$ cat src/rtl/vram_write_arbiter_pkg.sv
// Shared definitions for the video-RAM write arbiter.
// Holds the fill FSM state encoding, the write-source priority order and coordinate helpers.
package vram_write_arbiter_pkg;

  localparam int unsigned AddrWidth  = 16;
  localparam int unsigned CoordWidth = 8;
  localparam int unsigned ColorWidth = 3;

  typedef enum logic [1:0] {
    FillIdle = 2'd0,
    FillRun  = 2'd1,
    FillDone = 2'd2
  } fillState_e;

  // Write sources; a lower encoding outranks a higher one (CPU > cursor > fill).
  typedef enum logic [1:0] {
    SrcCpu    = 2'd0,
    SrcCursor = 2'd1,
    SrcFill   = 2'd2,
    SrcNone   = 2'd3
  } writeSrc_e;

  function automatic writeSrc_e pickSource(input logic cpuReq, input logic cursorReq,
                                           input logic fillReq);
    if (cpuReq) begin
      return SrcCpu;
    end else if (cursorReq) begin
      return SrcCursor;
    end else if (fillReq) begin
      return SrcFill;
    end
    return SrcNone;
  endfunction

  function automatic logic [CoordWidth-1:0] minCoord(input logic [CoordWidth-1:0] a,
                                                     input logic [CoordWidth-1:0] b);
    return (a < b) ? a : b;
  endfunction

  function automatic logic [CoordWidth-1:0] maxCoord(input logic [CoordWidth-1:0] a,
                                                     input logic [CoordWidth-1:0] b);
    return (a < b) ? b : a;
  endfunction

endpackage

$ cat src/rtl/vram_fill_engine.sv
// Rectangle fill engine: walks a latched rectangle row by row, one pixel per grant.
// Instantiated by vram_write_arbiter only when VRAM_ARB_FILL_EN is defined.
module vram_fill_engine
  import vram_write_arbiter_pkg::*;
(
  input  logic                  Clock,
  input  logic                  Reset,
  input  logic                  iStart,
  input  logic [CoordWidth-1:0] iX0,
  input  logic [CoordWidth-1:0] iY0,
  input  logic [CoordWidth-1:0] iX1,
  input  logic [CoordWidth-1:0] iY1,
  input  logic [ColorWidth-1:0] iColor,
  input  logic                  iGnt,
  output logic                  oReq,
  output logic [AddrWidth-1:0]  oAddr,
  output logic [ColorWidth-1:0] oData,
  output logic                  oBusy,
  output logic                  oDone
);

  fillState_e            state;
  logic [CoordWidth-1:0] xPos;
  logic [CoordWidth-1:0] yPos;
  logic [CoordWidth-1:0] xMin;
  logic [CoordWidth-1:0] xMax;
  logic [CoordWidth-1:0] yMax;
  logic [ColorWidth-1:0] color;

  // Fill FSM with its counters, latched bounds and registered done pulse.
  always_ff @(posedge Clock or posedge Reset) begin
    if (Reset) begin
      state <= FillIdle;
      xPos  <= '0;
      yPos  <= '0;
      xMin  <= '0;
      xMax  <= '0;
      yMax  <= '0;
      color <= '0;
      oDone <= 1'b0;
    end else begin
      oDone <= 1'b0;
      case (state)
        FillIdle: begin
          if (iStart) begin
            xMin  <= minCoord(iX0, iX1);
            xMax  <= maxCoord(iX0, iX1);
            yMax  <= maxCoord(iY0, iY1);
            xPos  <= minCoord(iX0, iX1);
            yPos  <= minCoord(iY0, iY1);
            color <= iColor;
            state <= FillRun;
          end
        end
        FillRun: begin
          // Compare before incrementing so a 0..255 span never wraps.
          if (iGnt) begin
            if (xPos < xMax) begin
              xPos <= xPos + 8'd1;
            end else begin
              xPos <= xMin;
              if (yPos < yMax) begin
                yPos <= yPos + 8'd1;
              end else begin
                state <= FillDone;
                oDone <= 1'b1;
              end
            end
          end
        end
        FillDone: state <= FillIdle;
        default:  state <= FillIdle;
      endcase
    end
  end

  assign oReq  = (state == FillRun);
  assign oBusy = (state != FillIdle);
  assign oAddr = {xPos, yPos};
  assign oData = color;

endmodule

$ cat src/rtl/vram_write_arbiter.sv
// Video-RAM write arbiter: CPU > PS/2 cursor > rectangle fill, one registered write port.
// The fill engine is compiled only when VRAM_ARB_FILL_EN is defined; otherwise the fill
// ports are ignored and oFillBusy/oFillDone stay low.
module vram_write_arbiter
  import vram_write_arbiter_pkg::*;
(
  input  logic                  Clock,
  input  logic                  Reset,
  input  logic                  iCpuReq,
  input  logic [AddrWidth-1:0]  iCpuAddr,
  input  logic [ColorWidth-1:0] iCpuColor,
  input  logic                  iCursorReq,
  input  logic [AddrWidth-1:0]  iCursorAddr,
  input  logic [ColorWidth-1:0] iCursorColor,
  output logic                  oCursorGnt,
  input  logic                  iFillStart,
  input  logic [CoordWidth-1:0] iFillX0,
  input  logic [CoordWidth-1:0] iFillY0,
  input  logic [CoordWidth-1:0] iFillX1,
  input  logic [CoordWidth-1:0] iFillY1,
  input  logic [ColorWidth-1:0] iFillColor,
  output logic                  oFillBusy,
  output logic                  oFillDone,
  output logic                  oWriteEnable,
  output logic [AddrWidth-1:0]  oWriteAddr,
  output logic [ColorWidth-1:0] oWriteData
);

  logic                  fillReq;
  logic [AddrWidth-1:0]  fillAddr;
  logic [ColorWidth-1:0] fillData;
  writeSrc_e             winner;
  logic [AddrWidth-1:0]  winAddr;
  logic [ColorWidth-1:0] winData;

`ifdef VRAM_ARB_FILL_EN
  logic fillGnt;
  assign fillGnt = (winner == SrcFill);

  vram_fill_engine uFillEngine (
    .Clock  (Clock),
    .Reset  (Reset),
    .iStart (iFillStart),
    .iX0    (iFillX0),
    .iY0    (iFillY0),
    .iX1    (iFillX1),
    .iY1    (iFillY1),
    .iColor (iFillColor),
    .iGnt   (fillGnt),
    .oReq   (fillReq),
    .oAddr  (fillAddr),
    .oData  (fillData),
    .oBusy  (oFillBusy),
    .oDone  (oFillDone)
  );
`else
  logic unusedFillInputs;
  assign unusedFillInputs = ^{iFillStart, iFillX0, iFillY0, iFillX1, iFillY1, iFillColor};
  assign fillReq   = 1'b0;
  assign fillAddr  = '0;
  assign fillData  = '0;
  assign oFillBusy = 1'b0;
  assign oFillDone = 1'b0;
`endif

  // Cursor is granted whenever the CPU is not writing, including during reset.
  assign oCursorGnt = iCursorReq & ~iCpuReq;

  // Fixed-priority pick and address/data mux of the winning source.
  always_comb begin
    winner  = pickSource(iCpuReq, iCursorReq, fillReq);
    winAddr = iCpuAddr;
    winData = iCpuColor;
    case (winner)
      SrcCursor: begin
        winAddr = iCursorAddr;
        winData = iCursorColor;
      end
      SrcFill: begin
        winAddr = fillAddr;
        winData = fillData;
      end
      default: begin
        winAddr = iCpuAddr;
        winData = iCpuColor;
      end
    endcase
  end

  // Registered write port; address/data hold their last value on idle cycles.
  always_ff @(posedge Clock or posedge Reset) begin
    if (Reset) begin
      oWriteEnable <= 1'b0;
      oWriteAddr   <= '0;
      oWriteData   <= '0;
    end else begin
      oWriteEnable <= (winner != SrcNone);
      if (winner != SrcNone) begin
        oWriteAddr <= winAddr;
        oWriteData <= winData;
      end
    end
  end

endmodule

$ cat config.mk
export PLATFORM = sky130hd
export DESIGN_NAME = vram_write_arbiter
export DESIGN_NICKNAME = d
export VERILOG_FILES = /design/src/rtl/vram_write_arbiter_pkg.sv /design/src/rtl/vram_fill_engine.sv /design/src/rtl/vram_write_arbiter.sv
export SDC_FILE = /design/constraint.sdc
export NUM_CORES = 1
export LEC_CHECK = 0
export ABC_AREA = 0
export BUFFER_PORTS_ARGS = -buffer_cell sky130_fd_sc_hd__buf_2
export CORE_ASPECT_RATIO = 1.2
export CORE_MARGIN = 5
export CORE_UTILIZATION = 34
export CTS_CLUSTER_SIZE = 30
export DETAILED_ROUTE_END_ITERATION = 12
export PLACE_DENSITY = 0.84
export SLEW_MARGIN = 10
export SYNTH_ARGS = -nofsm -noshare
export SYNTH_HDL_FRONTEND = slang
export SYNTH_HIERARCHICAL = 1
export SYNTH_SLANG_ARGS = --single-unit
$ cat constraint.sdc
create_clock -name Clock -period 0.8 [get_ports Clock]
set_input_delay 0.04 -clock Clock [delete_from_list [all_inputs] [get_ports Clock]]
set_output_delay 0.04 -clock Clock [all_outputs]
set_load 0.03 [all_outputs]
# Word level (Yosys, flattened, before mapping)

Cells that the tools add are included.

Register bits after elaboration: 20
Bits of input ports: 78
Output and inout port bits: 23

Eq/ne operators: 3
Multiplexer cells: 7
Bitwise logic cells: 2

Operators by type and width:

| cell                                          | count |
|---|---|
| one-hot mux 16 bit (2 select lines)           | 1 |
| 2-to-1 mux 2 bit                              | 3 |
| one-hot mux 3 bit (2 select lines)            | 1 |
| == test 2 x 1 -> 1 bit, second input constant | 1 |
| == test 2 bit, second input constant          | 1 |
| 2-to-1 mux 1 bit                              | 2 |
| inequality test 2 bit, second input constant  | 1 |
| bitwise AND 1 bit                             | 1 |
| NOT 1 bit                                     | 1 |

# Depth between registers and ports, before layout

Depth in word-level cells: 5
Depth in mapped cells: 3

# Worst setup path after synthesis

OpenSTA, ideal clock, no wires.

Kind: reg-to-reg
Start point: register, netlist name oWriteAddr[5]
End point: register oWriteAddr[5]
Setup time: 0.129 ns
Arrival time: 0.711 ns
Required time: 0.671 ns
Slack: -0.041 ns
Cell stages (with the launch flop): 3
Buffers on the path: 0
Clock period less this slack: 0.841 ns
Path through: dfrtp_1 -> mux2i_1 -> o21ai_2

RTL lines:

| what                 | line                     | source |
|---|---|---|
| end signal, assigned | vram_write_arbiter.sv:99 | `oWriteAddr <= winAddr;` |
| end, declared        | vram_write_arbiter.sv:25 | `output logic [AddrWidth-1:0] oWriteAddr,` |

==> impl_metrics.py <==
metrics = {
    "outcome": {
        "status": "complete, but fails checks",
        "violations": "setup timing",
    },
    "hold_path": {
        "hp-class": "in -> reg",
        "hold_end": "oWriteAddr[2]$_DFFE_PP0P_",
        "hold_start": "iCursorAddr[2]",
        "holdPathStages": 3,
    },
    "critical_path": {
        "cp_max_fo": 2,
        "r2r_end": "oWriteAddr[7]$_DFFE_PP0P_",
        "end_kind": "flip-flop",
        "cp-start-kind": "flip-flop",
        "cp.arrival_ns": 1.12,
        "rrSetupSlack_ns": -0.14,
        "rr_startpoint": "oWriteAddr[7]$_DFFE_PP0P_",
        "worstSetupPathType": "reg -> reg",
        "ff2ff_path_depth": 3,
        "worstPathRequired_ns": 0.98,
    },
    "die": {
        "fp.dieArea_um2": 3920,
        "die_h_um": 67.6,
        "core_area_um2": 2600,
        "rows": 20,
        "chipWidth_um": 58.0,
        "io_pins": 101,
        "start_util": 0.361,
    },
    "routing": {
        "num_vias": 972,
        "drtIter0Drc": 41,
        "firstDrtPassIters": 4,
        "wl_per_cell_um": 15.2,
        "vias_per_cell": 4.70,
        "drtAntennaViolNets": 0,
        "drc": 0,
        "wl_um": 3140,
    },
    "logic_synthesis": {
        "synth_top_area_frac": 0.533,
        "yosysUniqueCellTypes": 14,
        "ys_ff_latch": 20,
        "postSynthCellCount": 89,
        "synth-seq-area-share": 0.533,
        "synth_area_leaders": "dfrtp_1 53%, mux2i_1 20%, o21ai_1 8.5%",
        "syn_avg_cell_area_um2": 10.5,
        "synth_area_um2": 938,
        "yosysWarnings": 6,
        "synth_top_cell_by_area": "dfrtp_1",
    },
    "placement": {
        "dp_hpwl_um": 1950,
        "gp_congestion": 0.830,
        "placed_area_um2": 1310,
        "numPortBuffers": 62,
        "dpl.cell_count": 182,
    },
    "pwr": {
        "ir_worst_vdd_uv": 1020,
        "comb_power_share": 0.308,
        "power_frac_seq": 0.414,
        "p_leak_uw": 0.000848,
        "fin_total_pwr_uw": 2870,
        "power_frac_clock": 0.277,
        "p_per_area_nw_per_um2": 1670,
        "swShare": 0.282,
        "internal_power_uw": 2060,
        "p_sw_uw": 810,
    },
    "global_route": {
        "grtUsageTotal": 0.164,
        "antenna_found_initial": 0,
        "met2_usage": 0.302,
        "top_usage_layer": "met2",
        "grt_pass1_vias": 1012,
        "grt_max_degree": 22,
        "grt_pass1_wl_um": 4880,
        "grt-ovfl-total": 0,
        "grtUsageMet1": 0.181,
        "use_met3": 0.0363,
    },
    "sta": {
        "fin_crit_sh": 1.18,
        "setup_ws_ns": -0.141,
        "rsz0062_at_grt": "true",
        "finalHoldViolations": 0,
        "fin_worst_skew_ns": 0,
        "drv_slew": 0,
        "finalSetupViolCount": 22,
        "holdWs_ns": 0.0151,
        "fmax_ghz": 1.06,
        "min_period_ns": 0.941,
        "setup_tns_ns": -2.13,
    },
    "clock_network": {
        "cts_buffers": 3,
        "cts_sinks": 20,
        "cts_buffer_depth": 2,
        "cts-htree-levels": 1,
        "clock-root-buffer": "clkbuf_4",
        "clock_latency_ns": 0.28,
        "tritoncts": "done",
        "clk_pin_slew_ns": 0.11,
    },
    "final_layout": {
        "area_growth_pct": 82.9,
        "drive_above_1_share": 0.552,
        "layout.cells.non_filler": 207,
        "fin_nets": 253,
        "antenna_cells": 0,
        "finalInstanceArea_um2": 1720,
    },
    "flow_run": {
        "timing.max_cap.violations": 0,
    },
}
cells in the mapped netlist:
library cell   n
inv_1          1
dfrtp_1       20
nand2_1       19
or2_2          1
buf_4          2
clkbuf_1       3
buf_2          1
buf_6          2
conb_1         1
o21ai_2        2
nor2b_1        1
mux2i_1       19
o21ai_1       16
o21ai_0        1
registers in the layout, indices dropped and copies added, names as in the netlist:
name and cells:
oWriteAddr 16, oWriteData 3, oWriteEnable 1
critical path: stages (launching register included):
cell,delay (ns)
dfrtp_2,0.44
buf_6,0.12
mux2i_2,0.16
o21ai_1,0.11
what timing repair did:
action | CTS | global route
gates resized for setup | 41 | 5
endpoints found under the setup margin | 21 | 28
pin swaps | 0 | 2
hold buffers | 20 | 0
hold endpoints to repair | 39 | 0
setup buffers | 1 | 0
metrics by stage:
stage,util,worst slack (ns)
final,0.660,-0.141
after global placement,0.505,-0.152
after CTS,0.654,-0.119
after global routing,0.660,-0.162
after detailed placement,0.505,-0.221
after floorplan,-,-0.00541
cells by family (layout without fill, tap and decap cells):
| kind of cell | after synthesis | in the layout | share of synthesized area |
|---|---|---|---|
| compound gates | 19 | 19 | 0.109 |
| buf+inv | 9 | 93 | 0.0613 |
| flops | 20 | 20 | 0.533 |
| mux | 19 | 19 | 0.203 |
| other cells | 1 | 2 | 0.00400 |
| simple gates | 21 | 21 | 0.0893 |
worst max-delay path by stage:
stage | startpoint | end | slack [ns] | cells after the start
2_1_floorplan | oWriteAddr[5]$_DFFE_PP0P_ | oWriteAddr[5]$_DFFE_PP0P_ | -0.005 | 2
3_3_place_gp | iCursorReq | oWriteAddr[5]$_DFFE_PP0P_ | -0.15 | 3
6_report | oWriteAddr[7]$_DFFE_PP0P_ | oWriteAddr[7]$_DFFE_PP0P_ | -0.14 | 3
5_1_grt | oWriteAddr[7]$_DFFE_PP0P_ | oWriteAddr[7]$_DFFE_PP0P_ | -0.16 | 3
4_1_cts | oWriteData[1]$_DFFE_PP0P_ | oWriteData[1] | -0.12 | 1
3_5_place_dp | iCursorReq | oWriteAddr[13]$_DFFE_PP0P_ | -0.22 | 3
per-layer routing:
layer,up-vias,share of wire
met3,4,0.081
met5,-,0
li1,467,-
met1,455,0.38
met2,46,0.53
met4,0,0.0089
layout make-up:
type / count / area [µm²]
clock inverters: 1 / 30.0
flip-flops and latches: 20 / 524
well taps: 33 / 41.3
fillers: 189 / 886
clock buffers: 3 / 22.5
inverters: 1 / 3.75
multi-input cells: 61 / 392
repair buffers: 88 / 703
power groups by stage:
stage                     Clock [µW]  Sequential [µW]  Combinational, µW
final                            796             1190                885
after global routing             859             1200                943
after CTS                        825             1180                859
after detailed placement           0             1180                668
after global placement             0             1170                650
after floorplan                    0             1370                228
cell usage in the layout, fill, tap and decap left out:
cell type / n
buf_2: 41
buf_6: 22
dlygate4sd3_1: 20
nand2_1: 19
dfrtp_2: 19
mux2i_1: 17
o21ai_1: 17
buf_4: 4
clkbuf_4: 3
mux2i_2: 2
o21ai_2: 2
conb_1: 2
or2_2: 1
nor2b_1: 1
inv_1: 1
bufinv_16: 1
dfrtp_1: 1
buf_12: 1
No activity file was read; power rests on OpenSTA's default activity.
